<file path="config.mk">
export PLATFORM = sky130hd
export DESIGN_NAME = time_set_controller
export DESIGN_NICKNAME = d
export VERILOG_FILES = /design/src/rtl/clock_pkg.sv /design/src/rtl/mod_counter_wrap.sv /design/src/rtl/time_set_controller.sv
export SDC_FILE = /design/constraint.sdc
export NUM_CORES = 1
export LEC_CHECK = 0
export ABC_AREA = 0
export BUFFER_PORTS_ARGS = -buffer_cell sky130_fd_sc_hd__clkbuf_2
export CAP_MARGIN = 20
export CORE_ASPECT_RATIO = 1.25
export CORE_UTILIZATION = 23
export CTS_CLUSTER_DIAMETER = 100
export DETAILED_ROUTE_END_ITERATION = 8
export PLACE_DENSITY = 0.39
export SLEW_MARGIN = 25
export SYNTH_ARGS = -nofsm -noshare
export SYNTH_HDL_FRONTEND = slang
export SYNTH_SLANG_ARGS = --single-unit
</file>
<file path="constraint.sdc">
create_clock -name clk -period 2.1 [get_ports clk]
set_input_delay 0.315 -clock clk [delete_from_list [all_inputs] [get_ports clk]]
set_output_delay 0.315 -clock clk [all_outputs]
set_load 0.05 [all_outputs]
</file>
<file path="src/rtl/clock_pkg.sv">
// -----------------------------------------------------------------------------
// clock_pkg
// Shared types and constants for the HH:MM:SS time-setting controller.
//   edit_state_t : edit FSM states (RUN, SET_H, SET_M, SET_S)
//   *_W / *_MAX  : field widths and wrap limits for hour, minute, second
//   *_MASK       : blink_mask bits belonging to each field {h2,h1,m2,m1,s2,s1}
//   cnt_width()  : ceil(log2(n)) with a floor of one bit
// -----------------------------------------------------------------------------
package clock_pkg;

   typedef enum logic [1:0] {
      RUN   = 2'd0,
      SET_H = 2'd1,
      SET_M = 2'd2,
      SET_S = 2'd3
   } edit_state_t;

   localparam int HOUR_W = 5;
   localparam int MIN_W  = 6;
   localparam int SEC_W  = 6;

   localparam logic [HOUR_W-1:0] HOUR_MAX = 5'd23;
   localparam logic [MIN_W-1:0]  MIN_MAX  = 6'd59;
   localparam logic [SEC_W-1:0]  SEC_MAX  = 6'd59;

   localparam logic [5:0] HOUR_MASK = 6'b110000;
   localparam logic [5:0] MIN_MASK  = 6'b001100;
   localparam logic [5:0] SEC_MASK  = 6'b000011;

   // A counter that must hold 0..n-1 needs ceil(log2(n)) bits; a one-state
   // counter still gets a single bit so it can be declared.
   function automatic int cnt_width(input int n);
      return (n > 1) ? $clog2(n) : 1;
   endfunction

endpackage

</file>
<file path="src/rtl/mod_counter_wrap.sv">
// -----------------------------------------------------------------------------
// mod_counter_wrap
// Shadow field register: parallel load, +1 with wrap from MAX to 0.
//   clk      in  1  system clock
//   reset    in  1  synchronous, active-high reset (value -> 0)
//   inc      in  1  add one, wrapping MAX -> 0
//   load     in  1  take load_val (has priority over inc)
//   load_val in  W  value to load
//   value    out W  current field value
// -----------------------------------------------------------------------------
module mod_counter_wrap #(
   parameter int         W   = 6,
   parameter logic [W-1:0] MAX = '1
) (
   input  logic         clk,
   input  logic         reset,
   input  logic         inc,
   input  logic         load,
   input  logic [W-1:0] load_val,
   output logic [W-1:0] value
);

   // NOTE: clocked state uses non-blocking (<=) so every register samples
   // pre-edge values; blocking here would create order-dependent races.
   always_ff @(posedge clk) begin
      if (reset)
         value <= '0;
      else if (load)
         value <= load_val;
      else if (inc)
         value <= (value >= MAX) ? '0 : value + 1'b1;
   end

endmodule

</file>
<file path="src/rtl/time_set_controller.sv">
// -----------------------------------------------------------------------------
// time_set_controller
// Freezes the time counter, lets the user edit hours, minutes and seconds in
// turn, blinks the field being edited and commits with a one-cycle load.
//   clk         in  1  system clock
//   reset       in  1  synchronous, active-high reset
//   mode_pulse  in  1  advance edit field (RUN->H->M->S->RUN)
//   inc_pulse   in  1  increment selected field
//   inc_level   in  1  increment button level, drives auto-repeat
//   cur_hour    in  5  live hour from the counter
//   cur_min     in  6  live minute
//   cur_sec     in  6  live second
//   run_en      out 1  counter enable, 0 while editing
//   load        out 1  one-cycle commit strobe
//   load_hour   out 5  shadow hour
//   load_min    out 6  shadow minute
//   load_sec    out 6  shadow second
//   blink_mask  out 6  per-digit blank request {h2,h1,m2,m1,s2,s1}
//   edit_state  out 2  current FSM state
// -----------------------------------------------------------------------------
module time_set_controller
   import clock_pkg::*;
#(
   parameter int CLK_HZ         = 50_000_000,
   parameter int BLINK_HALF_CYC = 12_500_000,
   parameter int REPEAT_CYC     = 12_500_000,
   parameter int TIMEOUT_SEC    = 10
) (
   input  logic              clk,
   input  logic              reset,
   input  logic              mode_pulse,
   input  logic              inc_pulse,
   input  logic              inc_level,
   input  logic [HOUR_W-1:0] cur_hour,
   input  logic [MIN_W-1:0]  cur_min,
   input  logic [SEC_W-1:0]  cur_sec,
   output logic              run_en,
   output logic              load,
   output logic [HOUR_W-1:0] load_hour,
   output logic [MIN_W-1:0]  load_min,
   output logic [SEC_W-1:0]  load_sec,
   output logic [5:0]        blink_mask,
   output logic [1:0]        edit_state
);

   localparam int BLINK_W = cnt_width(BLINK_HALF_CYC);
   localparam int REP_W   = cnt_width(REPEAT_CYC);
   localparam int PRE_W   = cnt_width(CLK_HZ);
   localparam int TOUT_W  = cnt_width(TIMEOUT_SEC);

   // Terminal counts; each value is below 2**width so the sizing is exact.
   localparam logic [BLINK_W-1:0] BLINK_LAST = BLINK_W'(BLINK_HALF_CYC - 1);
   localparam logic [REP_W-1:0]   REP_LAST   = REP_W'(REPEAT_CYC - 1);
   localparam logic [PRE_W-1:0]   PRE_LAST   = PRE_W'(CLK_HZ - 1);
   localparam logic [TOUT_W-1:0]  TOUT_LAST  = TOUT_W'(TIMEOUT_SEC - 1);

   edit_state_t        state, state_nxt;
   logic [BLINK_W-1:0] blink_cnt;
   logic               blink_phase;
   logic [REP_W-1:0]   rep_cnt;
   logic [PRE_W-1:0]   pre_cnt;
   logic [TOUT_W-1:0]  tout_cnt;

   logic in_set, capture, rep_fire, inc_req, activity, sec_tick, timeout;

   assign in_set   = (state != RUN);
   assign capture  = (state == RUN) && mode_pulse;
   // A pulse restarts the repeat interval, so it never doubles up with a repeat.
   assign rep_fire = in_set && inc_level && !inc_pulse && (rep_cnt == REP_LAST);
   // Mode wins over a same-cycle increment.
   assign inc_req  = in_set && !mode_pulse && (inc_pulse || rep_fire);
   assign activity = mode_pulse || inc_req;
   assign sec_tick = (pre_cnt == PRE_LAST);
   assign timeout  = in_set && !activity && sec_tick && (tout_cnt == TOUT_LAST);

   // ---------------- FSM: state register ----------------
   always_ff @(posedge clk) begin
      if (reset)
         state <= RUN;
      else
         state <= state_nxt;
   end

   // ---------------- FSM: next state ----------------
   always_comb begin
      // NOTE: assigning a default first keeps every path driven, so no latch
      // is inferred for signals a branch happens not to mention.
      state_nxt = state;
      if (mode_pulse) begin
         case (state)
            RUN:   state_nxt = SET_H;
            SET_H: state_nxt = SET_M;
            SET_M: state_nxt = SET_S;
            SET_S: state_nxt = RUN;
         endcase
      end else if (timeout) begin
         state_nxt = RUN;
      end
   end

   // ---------------- FSM: outputs ----------------
   always_comb begin
      run_en     = (state == RUN);
      edit_state = state;
      blink_mask = '0;
      if (blink_phase) begin
         case (state)
            SET_H:   blink_mask = HOUR_MASK;
            SET_M:   blink_mask = MIN_MASK;
            SET_S:   blink_mask = SEC_MASK;
            default: blink_mask = '0;
         endcase
      end
   end

   // Commit strobe is registered so it lines up with the return to RUN.
   always_ff @(posedge clk) begin
      if (reset)
         load <= 1'b0;
      else
         load <= (state == SET_S) && mode_pulse;
   end

   // ---------------- auto-repeat ----------------
   always_ff @(posedge clk) begin
      if (reset || inc_pulse || !inc_level || !in_set)
         rep_cnt <= '0;
      else if (rep_cnt == REP_LAST)
         rep_cnt <= '0;
      else
         rep_cnt <= rep_cnt + 1'b1;
   end

   // ---------------- blink ----------------
   // Activity restarts the visible half so the field shows right after a press.
   always_ff @(posedge clk) begin
      if (reset || activity) begin
         blink_cnt   <= '0;
         blink_phase <= 1'b0;
      end else if (blink_cnt == BLINK_LAST) begin
         blink_cnt   <= '0;
         blink_phase <= ~blink_phase;
      end else begin
         blink_cnt   <= blink_cnt + 1'b1;
      end
   end

   // ---------------- edit timeout ----------------
   always_ff @(posedge clk) begin
      if (reset || activity || !in_set) begin
         pre_cnt  <= '0;
         tout_cnt <= '0;
      end else if (sec_tick) begin
         pre_cnt  <= '0;
         tout_cnt <= (tout_cnt == TOUT_LAST) ? '0 : tout_cnt + 1'b1;
      end else begin
         pre_cnt  <= pre_cnt + 1'b1;
      end
   end

   // ---------------- shadow fields ----------------
   mod_counter_wrap #(.W(HOUR_W), .MAX(HOUR_MAX)) u_hour (
      .clk      (clk),
      .reset    (reset),
      .inc      (inc_req && (state == SET_H)),
      .load     (capture),
      .load_val (cur_hour),
      .value    (load_hour)
   );

   mod_counter_wrap #(.W(MIN_W), .MAX(MIN_MAX)) u_min (
      .clk      (clk),
      .reset    (reset),
      .inc      (inc_req && (state == SET_M)),
      .load     (capture),
      .load_val (cur_min),
      .value    (load_min)
   );

   mod_counter_wrap #(.W(SEC_W), .MAX(SEC_MAX)) u_sec (
      .clk      (clk),
      .reset    (reset),
      .inc      (inc_req && (state == SET_S)),
      .load     (capture),
      .load_val (cur_sec),
      .value    (load_sec)
   );

endmodule

</file>
==> results.md <==
- Worst Hold Slack: 0.197 ns
- Share of the synthesized area in the top cell type: 39.8%
- Gr busiest metal: met2
- Register bit count reported by yosys: 99
- H-tree levels: 3
- Relative slew slack: 58.3%
- Met1 Use GR: 14.8%
- Mapped Cells: 591
- Sequential area share after synthesis: 39.8%
- Die Y: 166 um
- PwrDens: 678 mW/mm^2
- Mapped cell area: 0.00497 mm^2
- Met3 Usage GRT: 2.07%
- Core footprint: 0.0210 mm^2
- Max FO, Critical Path: 25
- Post-route ant nets: 0
- Period utilization: 95.1%
- Maxcap violations: 0
- Int Power: 2.87 mW
- Worst-Skew Late Latency: 0.35 ns
- Fmax: 501 MHz
- Port bufs: 48
- Synth warn: 0
- Total Routing Usage GR: 11.8%
- Slew Viols, Final: 0
- Initial Util: 23.6%
- Chip Width: 134 um
- Power consumption: 4.02 mW
- Via density per instance: 4.65
- ANT cells: 0
- TritonCTS Buffers: 9
- Synth area leaders: dfxtp_1, nor2_1, xor2_1
- First-pass GRT wire length: 21400 um
- Drt drc: 0
- Row count: 59
- Post-CTS Setup Inserts: 0
- Worst Skew: 0.0125 ns
- Final GP Congestion: 0.758
- Ports: 49
- Die ar.: 0.0222 mm^2
- DR vias: 4310
- Area delta synth->final: 19.0%
- Crit path kind: register to register
- Share of cells above drive strength 1: 16.2%
- Switch Pwr: 1.15 mW
- Final setup violation count: 0
- Worst-Margin Slew: 0.624 ns
- Antenna violations before repair: 0
- Critical Path Slowest Stage Cell: or4_4
- Largest net degree at the start of global routing: 26
- Post-route setup TNS: 0 ns
- Vias in the first global route: 4315
- Clock network fraction of total power: 40.0%
- Clk sinks: 99
- Gate power share: 10.9%
- GRT met2 Usage: 20.2%
- Initial drt markers: 200
- Worst EP required: 2.34 ns
- CTS tree: done
- Clock tree root buffer cell: clkbuf_16
- NumNets Final: 684
- Drt wl/cell: 13.3 um
- Part of the power in registers: 49.1%
- RSZ-0062 raised after global routing: no
- Final hold viol count: 0
- Critical Path End Type: register
- Status: finished, final reports clean
- Hold Crit Class: input pin to register
- Final global-route overflow total: 0
- Clock slew seen by the registers of the worst setup and hold paths: 0.08 ns
- Layout fillers: 2297
- Avg Inst Size Synth: 8.42 um^2
- CTS Hold Buffers Added: 0
- Static Leak: 2.03 nW
- WL final: 12400 um
- Crit path launch type: register
- Synth unique cells: 53
- Post-synth EDFFs: 0
- Tmin final: 2.00 ns
- Cell taking the most area after synthesis: dfxtp_1
- Hpwl dp: 9000 um
- Worst VDD drop: 0.537 mV
- Detailed-router iteration count before antenna repair: 4
- Synth Net Count: 626
- Longest Clk Path Bufs: 2
- Switching part of the total: 28.7%
- Crit-path cells: ha_2 > nand3_1 > or4_4 > o211ai_4 > or2_1 > buf_12 > nor2_1
- Worst Path Arrival: 2.23 ns
- Top_reg_cell synth: dfxtp_1
- Ys async rst share: 0%
- CP peak stage delay: 0.58 ns
cell families (layout without fill, tap and decap cells):
| group | after synthesis | in the layout | synth area share [%] |
|---|---|---|---|
| AND/OR/NAND/NOR | 287 | 287 | 29.7 |
| AO/OA/AOI/OAI | 84 | 84 | 11.2 |
| XOR/XNOR | 66 | 66 | 11.6 |
| buffers and inverters | 42 | 104 | 4.40 |
| flip-flops | 99 | 99 | 39.8 |
| adder cells (fa/ha/maj) | 13 | 13 | 3.27 |
per-layer routing:
metal	routed length, um	vias up	part of all wire (%)
met4	144	0	1.2
met5	0	-	0
met1	5810	2051	47
met2	6110	48	49
met3	297	9	2.4
li1	-	2202	-
power by group through the flow:
stage	Sequential, mW	Combinational, mW	Clock, mW
global placement	2.02	0.440	0
detailed placement	2.02	0.441	0
finish	1.97	0.439	1.61
global route	1.98	0.475	1.75
floorplan	2.12	0.193	0
CTS	1.97	0.442	1.67
final cells by class:
| cell class | count | area, um^2 | share of cell area [%] |
|---|---|---|---|
| multi-input combinational | 450 | 2800 | 47.3 |
| sequential | 99 | 1990 | 33.6 |
| timing repair buffer | 72 | 445 | 7.52 |
| tap | 274 | 343 | 5.79 |
| clock buffer | 9 | 225 | 3.80 |
| inverter | 17 | 63.8 | 1.08 |
| clock inverter | 6 | 50.0 | 0.845 |
critical path, delay by kind of cell, from the launching register on:
| family | cells | cell delay, ns |
|---|---|---|
| compound gates | 1 | 0.20 |
| simple gates | 4 | 0.92 |
| fa+ha+maj | 1 | 0.21 |
| flops | 1 | 0.37 |
| buf+inv | 1 | 0.18 |
per-stage QoR:
step	utilization, %	setup WS [ns]	cell area, um^2	std cells
after CTS	28.1	0.0554	5900	927
final	28.1	0.102	5920	927
after global routing	28.1	0.00288	5920	927
after floorplan	-	0.0392	5000	591
after detailed placement	26.7	0.0825	5630	912
after global placement	26.7	0.122	5630	912
synthesized netlist by cell type, drive strengths merged, types with 3 or more instances:
cell,n
and3,18
a21o,3
a21oi,22
o41ai,4
and4,9
dfxtp,99
nor4,7
nand2,42
nor2b,4
xor2,35
nor3,15
xnor2,31
or3,9
o211ai,11
nand4b,3
o31ai,3
ha,13
inv,16
nand3,43
nor2,88
nor4b,7
clkbuf,11
nand4,24
buf,14
o21ai,19
a31oi,12
and2,9
cell usage in the layout, fill, tap and decap left out, types with 17 or more instances in the layout:
cell,synthesis,layout
clkbuf_2,0,48
nand3_1,43,42
nand2_1,42,42
xor2_1,35,35
buf_4,3,22
nor2_1,87,87
and3_1,18,18
o21ai_0,18,17
nand4_1,24,24
dfxtp_1,99,96
a21oi_1,21,21
xnor2_1,31,31
state kept, by name (all words and copies together) (netlist names):
signal        count
u_hour.value      5
u_min.value       6
blink_phase       1
tout_cnt          4
edit_state        2
load              1
blink_cnt        24
u_sec.value       6
pre_cnt          26
rep_cnt          24
worst paths after layout:
kind / startpoint / to / slack [ns] / cells after the start
hold reg to reg: blink_cnt[0]$_SDFF_PP0_ / blink_cnt[0]$_SDFF_PP0_ / 0.44 / 1
setup / recovery: rep_cnt[0]$_SDFF_PP0_ / pre_cnt[3]$_SDFF_PP0_ / 0.10 / 7
setup reg to reg: rep_cnt[0]$_SDFF_PP0_ / pre_cnt[3]$_SDFF_PP0_ / 0.10 / 7
hold / removal: cur_sec[5] / u_sec.value[5]$_SDFFE_PP0P_ / 0.20 / 3
what timing repair did:
item | CTS | global route
resized for setup | 0 | 7
endpoints found under the setup margin | 0 | 35
endpoints found under the hold margin | 0 | 0
Power figures use the tool's default switching activity.
